--- src/rtl/io_bus_fabric.sv ---
// io_bus_fabric: IO-page interconnect between maxicore32 and word-wide peripherals.
// Decodes the IO page into one-hot chip selects, inserts per-channel wait states,
// emits single-cycle read/write pulses, registers read data and reports errors.
// The address port carries CPU byte-address bits [31:2], so byte-address bit k
// sits at address[k-2]. Supports up to 64 channels.

module io_bus_fabric #(
    parameter int                        NUM_CHANNELS   = 16,
    parameter logic [7:0]                IO_PAGE        = 8'h0f,
    parameter logic [4*NUM_CHANNELS-1:0] WAIT_STATES    = '0,
    parameter int                        TIMEOUT_CYCLES = 255
) (
    input  logic                        clock,
    input  logic                        n_reset,
    input  logic [29:0]                 address,
    input  logic [3:0]                  data_strobes,
    input  logic                        read,
    input  logic                        write,
    output logic [NUM_CHANNELS-1:0]     cs,
    output logic                        chan_read,
    output logic                        chan_write,
    input  logic [32*NUM_CHANNELS-1:0]  chan_data_in,
    input  logic [NUM_CHANNELS-1:0]     chan_data_valid,
    output logic [31:0]                 data_out,
    output logic                        ready,
    output logic                        bus_error,
    output logic [7:0]                  error_count
);

    localparam int         IDX_W         = (NUM_CHANNELS > 1) ? $clog2(NUM_CHANNELS) : 1;
    localparam logic [6:0] CHAN_LIMIT    = 7'(NUM_CHANNELS);
    localparam logic [7:0] TIMEOUT_LIMIT = 8'(TIMEOUT_CYCLES);

    typedef enum logic [2:0] {
        ST_IDLE,
        ST_WAIT,
        ST_ACK,
        ST_ERROR,
        ST_HOLD
    } state_t;

    state_t state;
    state_t next_state;

    logic [7:0]       addr_page;
    logic [5:0]       addr_idx;
    logic [IDX_W-1:0] addr_chan;
    logic             unused_addr_bits;
    logic             hit;
    logic             req_bad;

    logic [IDX_W-1:0] sel_idx;
    logic             sel_write;
    logic [3:0]       wc;
    logic [7:0]       to_cnt;

    logic             req_load;
    logic             wc_dec;
    logic             to_inc;
    logic             data_load;
    logic             err_load;
    logic             err_read;

    logic [31:0]      chan_word [NUM_CHANNELS];
    logic [3:0]       chan_ws   [NUM_CHANNELS];

    // Split the packed peripheral data and wait-state parameter into per-channel words
    for (genvar g = 0; g < NUM_CHANNELS; g++) begin : g_unpack
        assign chan_word[g] = chan_data_in[32*g +: 32];
        assign chan_ws[g]   = WAIT_STATES[4*g +: 4];
    end

    // Only the page byte and the word index take part in decoding; the rest alias
    assign addr_page        = address[29:22];
    assign addr_idx         = address[5:0];
    assign addr_chan        = addr_idx[IDX_W-1:0];
    assign unused_addr_bits = ^address[21:6];

    assign hit     = (addr_page == IO_PAGE) && (read || write);
    assign req_bad = (read && write)
                   || ({1'b0, addr_idx} >= CHAN_LIMIT)
                   || (write && (data_strobes != 4'b1111));

    // State register; reset drops straight back to idle from anywhere
    always_ff @(posedge clock or negedge n_reset) begin
        if (!n_reset) begin
            state <= ST_IDLE;
        end else begin
            state <= next_state;
        end
    end

    // Next-state decode plus the combinational strobes and datapath controls
    always_comb begin
        next_state = state;
        cs         = '0;
        chan_read  = 1'b0;
        chan_write = 1'b0;
        ready      = 1'b0;
        bus_error  = 1'b0;
        req_load   = 1'b0;
        wc_dec     = 1'b0;
        to_inc     = 1'b0;
        data_load  = 1'b0;
        err_load   = 1'b0;
        err_read   = 1'b0;
        unique case (state)
            ST_IDLE: begin
                if (hit) begin
                    if (req_bad) begin
                        next_state = ST_ERROR;
                        err_load   = 1'b1;
                        err_read   = read;
                    end else begin
                        next_state = ST_WAIT;
                        req_load   = 1'b1;
                    end
                end
            end
            ST_WAIT: begin
                cs[sel_idx] = 1'b1;
                if (!read && !write) begin
                    next_state = ST_IDLE;
                end else if (wc != 4'd0) begin
                    wc_dec = 1'b1;
                end else if (sel_write) begin
                    chan_write = 1'b1;
                    next_state = ST_ACK;
                end else if (chan_data_valid[sel_idx]) begin
                    chan_read  = 1'b1;
                    data_load  = 1'b1;
                    next_state = ST_ACK;
                end else if (to_cnt == TIMEOUT_LIMIT) begin
                    err_load   = 1'b1;
                    err_read   = 1'b1;
                    next_state = ST_ERROR;
                end else begin
                    to_inc = 1'b1;
                end
            end
            ST_ACK: begin
                ready      = 1'b1;
                next_state = ST_HOLD;
            end
            ST_ERROR: begin
                ready      = 1'b1;
                bus_error  = 1'b1;
                next_state = ST_HOLD;
            end
            ST_HOLD: begin
                if (!read && !write) begin
                    next_state = ST_IDLE;
                end
            end
            default: begin
                next_state = ST_IDLE;
            end
        endcase
    end

    // Latch the accepted request and run the wait-state and timeout counters
    always_ff @(posedge clock or negedge n_reset) begin
        if (!n_reset) begin
            sel_idx   <= '0;
            sel_write <= 1'b0;
            wc        <= 4'd0;
            to_cnt    <= 8'd0;
        end else if (req_load) begin
            sel_idx   <= addr_chan;
            sel_write <= write;
            wc        <= chan_ws[addr_chan];
            to_cnt    <= 8'd0;
        end else begin
            if (wc_dec) begin
                wc <= wc - 4'd1;
            end
            if (to_inc) begin
                to_cnt <= to_cnt + 8'd1;
            end
        end
    end

    // Read data is captured with the read pulse and zeroed on entry to a read error,
    // so it is already valid in the cycle ready is raised
    always_ff @(posedge clock or negedge n_reset) begin
        if (!n_reset) begin
            data_out <= 32'h0;
        end else if (data_load) begin
            data_out <= chan_word[sel_idx];
        end else if (err_load && err_read) begin
            data_out <= 32'h0;
        end
    end

    // Saturating error counter, bumped on entry to the error state so it lines up with bus_error
    always_ff @(posedge clock or negedge n_reset) begin
        if (!n_reset) begin
            error_count <= 8'h00;
        end else if (err_load && (error_count != 8'hff)) begin
            error_count <= error_count + 8'd1;
        end
    end

endmodule

--- config.mk ---
export PLATFORM = sky130hd
export DESIGN_NAME = io_bus_fabric
export DESIGN_NICKNAME = d
export VERILOG_FILES = /design/src/rtl/io_bus_fabric.sv
export SDC_FILE = /design/constraint.sdc
export NUM_CORES = 1
export LEC_CHECK = 0
export CORE_AREA = 2 2 241 243
export DETAILED_ROUTE_END_ITERATION = 8
export DIE_AREA = 0 0 243 245
export GPL_TIMING_DRIVEN = 0
export PLACE_DENSITY_LB_ADDON = 0.3
export SLEW_MARGIN = 20
export SYNTH_ARGS = -nofsm -noshare
export SYNTH_HDL_FRONTEND = slang
export SYNTH_SLANG_ARGS = --single-unit
--- constraint.sdc ---
create_clock -name clock -period 5.1 [get_ports clock]
set_input_delay 1.02 -clock clock [delete_from_list [all_inputs] [get_ports clock]]
set_output_delay 1.02 -clock clock [all_outputs]
set_load 0.02 [all_outputs]
==> results <==
-- registers in the layout, summed over array words and instances, names as in the netlist --
signal	cells
data_out	32
sel_idx	4
wc	4
to_cnt	8
sel_write	1
state	3
error_count	8
-- synth_stat cells, drive strengths merged (4+ instances only) --
cell,n
xor2,4
nor4,4
mux2,11
nor3,9
dfrtp,60
nand3,8
nand2b,4
and3,5
buf,14
inv,4
a22o,32
nand2,17
or3,6
ha,4
mux2i,11
clkbuf,34
mux4,162
nor2b,4
nor2,34
xnor2,6
-- worst min path at each step --
stage	slack [ns]	cells after the start	from	endpoint
5_1_grt	0.53	1	data_out[30]$_DFFE_PN0P_	data_out[30]$_DFFE_PN0P_
2_1_floorplan	0.45	1	to_cnt[7]$_DFFE_PN0P_	to_cnt[7]$_DFFE_PN0P_
4_1_cts	0.50	1	to_cnt[7]$_DFFE_PN0P_	to_cnt[7]$_DFFE_PN0P_
3_3_place_gp	0.48	1	to_cnt[7]$_DFFE_PN0P_	to_cnt[7]$_DFFE_PN0P_
3_5_place_dp	0.49	1	data_out[30]$_DFFE_PN0P_	data_out[30]$_DFFE_PN0P_
6_report	0.50	1	to_cnt[7]$_DFFE_PN0P_	to_cnt[7]$_DFFE_PN0P_
-- cell type report --
class,instances,area (µm²),share of cell area (%)
Clock buffer,9,225,1.61
Inverter,4,18.8,0.134
Timing Repair Buffer,610,6120,43.7
Tap cell,765,957,6.83
Antenna cell,3,7.51,0.0535
Sequential cell,60,1500,10.7
Multi-Input combinational cell,347,4930,35.2
Clock inverter,7,57.6,0.410
Buffer,48,201,1.44
-- metal layers --
layer  track usage [%]  part of all wire, %
met1              19.4                   42
met2              25.9                   49
met3              3.19                  6.4
met4              4.33                  2.5
met5                 0                0.060
-- metrics by stage --
stage	setup slack (ns)	hold WS (ns)	cell area (µm²)
after floorplan	1.54	0.450	6640
after global placement	-0.238	0.478	13700
after detailed placement	-0.242	0.487	13700
after CTS	0.0845	0.501	14000
after global routing	0.0842	0.525	14000
final	0.255	0.497	14000
-- power by group --
| part | internal [mW] | switching (mW) | leakage, nW |
|---|---|---|---|
| Clock | 0.337 | 0.278 | 0.135 |
| Sequential | 0.629 | 0.107 | 0.785 |
| Combinational | 0.861 | 0.587 | 3.76 |
-- worst reg2reg max path, cell delays in order, from the launching register on --
cell and delay [ns]:
dfrtp_1 0.44, clkbuf_1 0.65, clkbuf_1 0.59, clkbuf_1 0.81, mux4_2 0.53, mux4_2 0.50
a22o_1 0.18
-- timing repair --
action / CTS / global route
endpoints found under the setup margin: 1 / 1
gates resized for setup: 2 / 1
cloned: 0 / 0
-- kinds of logic after synthesis --
family                     after synthesis  share of synthesized area [%]
muxes                                  184                           58.5
and+or+nand+nor                        102                           7.86
DFF                                     60                           22.6
buffers and inverters                   52                           3.11
AOI/OAI and AO/OA                       47                           5.83
xor gates and xnor gates                10                           1.32
adders and majority gates                4                          0.754
==> run_results.csv <==
group,metric,value,unit
layout,final_cell_mix,"clkdlybuf4s50_1 (608), mux4_2 (162), dfrtp_1 (60)",
floorplan,die_h,245,µm
timing,relSlewSlack,28.6,%
pwr,peakVddDrop,0.174,mV
routing,routed_via_density,3.98,
timing,finalSetupViolations,0,
clock_tree,clockBufferDepth,2,
grt,grt_use_total,15.2,%
clock_tree,htreeDepth,3,
critical_path,crit_top_cell,"clkdlybuf4s50_1",
critical_path,cp.required,4.08,ns
synthesis,synth_largest_area_cell,"mux4_2",
floorplan,fp.coreArea,57000,µm²
timing,rsz0062_at_grt,"false",
clock_tree,cts_root_buf,"clkbuf_16",
clock_tree,cts_tree,"built",
clock_tree,clk_pin_slew_worst_paths,0.06,ns
floorplan,dieArea,59500,µm²
critical_path,crit_family,"buffers and inverters",
routing,vias,7371,
critical_path,critPathKind,"in2out",
timing,period_minus_slack,4.85,ns
flow_run,maxCapViolations,0,
critical_path,reg2reg_to,"data_out[18]$_DFFE_PN0P_",
placed_design,place_inst,1834,
placed_design,globalplace.congestion,0.876,
synthesis,synth-seq-cells,60,
synthesis,yosys-top-cells-area,"mux4_2 (55%), dfrtp_1 (23%), a22o_1 (4.2%), nor2_1 (1.9%), clkbuf_1 (1.9%)",
timing,worstMarginPinSlew,1.07,ns
clock_tree,cts_setup_buffers,0,
critical_path,crit_end,"chan_read",
synthesis,syn-num-nets,1029,
pwr,power_density,200,nW/µm²
critical_path,regToRegSetupSlack,1.30,ns
routing,totalWireLength,46.9,mm
min_path,min_path_type,"reg2reg",
synthesis,ys.flop_type,"dfrtp_1",
layout,nets,1650,
critical_path,reg2reg_depth,6,
critical_path,crit_fanout,10,
timing,min_period_over_period,95.0,%
critical_path,cp-startpoint,"chan_data_valid[7]",
floorplan,row_count,88,
synthesis,ys_types,45,
layout,area_growth,111,%
grt,grt_antenna_before_repair,9,
synthesis,yosysWarnings,0,
layout,mostFrequentLayoutCell,"clkdlybuf4s50_1",
pwr,p_leak,4.68,nW
critical_path,slowest_stage,"clkdlybuf4s50_1",
timing,hold_viol_final,0,
routing,detailedRoute.firstPassIterationCount,4,
routing,antenna_left,0,
grt,grt_pass1_vias,8169,
synthesis,synthCells,459,
pwr,finalPower,2.80,mW
floorplan,fp.dieW,243,µm
critical_path,endpoint_kind,"output pin",
critical_path,path_buf_inv,4,
layout,nFillCells,6111,
timing,drv_slew,0,
critical_path,crit_chain,"clkdlybuf4s50_1, mux2i_1, mux4_2, mux2i_2, nand2_1, clkinvlp_4, buf_2, clkdlybuf4s50_1",
clock_tree,cts.sinks,60,
synthesis,synth_top_area_share,55.0,%
grt,overflow,0,
grt,grt_max_degree,41,
critical_path,cp.depth,8,
synthesis,netlist_area,6640,µm²
clock_tree,clkLatencyLatePin,0.34,ns
critical_path,regToRegStartpoint,"sel_idx[1]$_DFFE_PN0P_",
timing,skew,0.0124,ns
synthesis,async_flop_share,100,%
layout,drive_gt1_share,19.7,%
critical_path,max_stage_delay,0.67,ns
layout,final_cells,1853,
placed_design,dp_hpwl,41.1,mm
critical_path,arrival,3.83,ns
synthesis,synth-edff-count,0,
clock_tree,numCtsBuffers,9,
run_status,status,"complete, no violations",
placed_design,portBuffers,609,
floorplan,floorplan.initialDensity,11.6,%
routing,drt_iter0_drc,315,
synthesis,yosysSeqAreaShare,22.6,%
floorplan,ios,626,
timing,fmax,0.206,GHz
grt,grt_pass1_wl,63.0,mm
critical_path,critPathLaunchType,"input port",
clock_tree,cts-hold-fix-buffers,0,
routing,post_drt_wl_per_cell,25.3,µm
timing,tns,0,ns
routing,drc,0,
layout,post-route-util,24.6,%
synthesis,synth.avg_cell_area,14.5,µm²
Power figures use the tool's default switching activity.
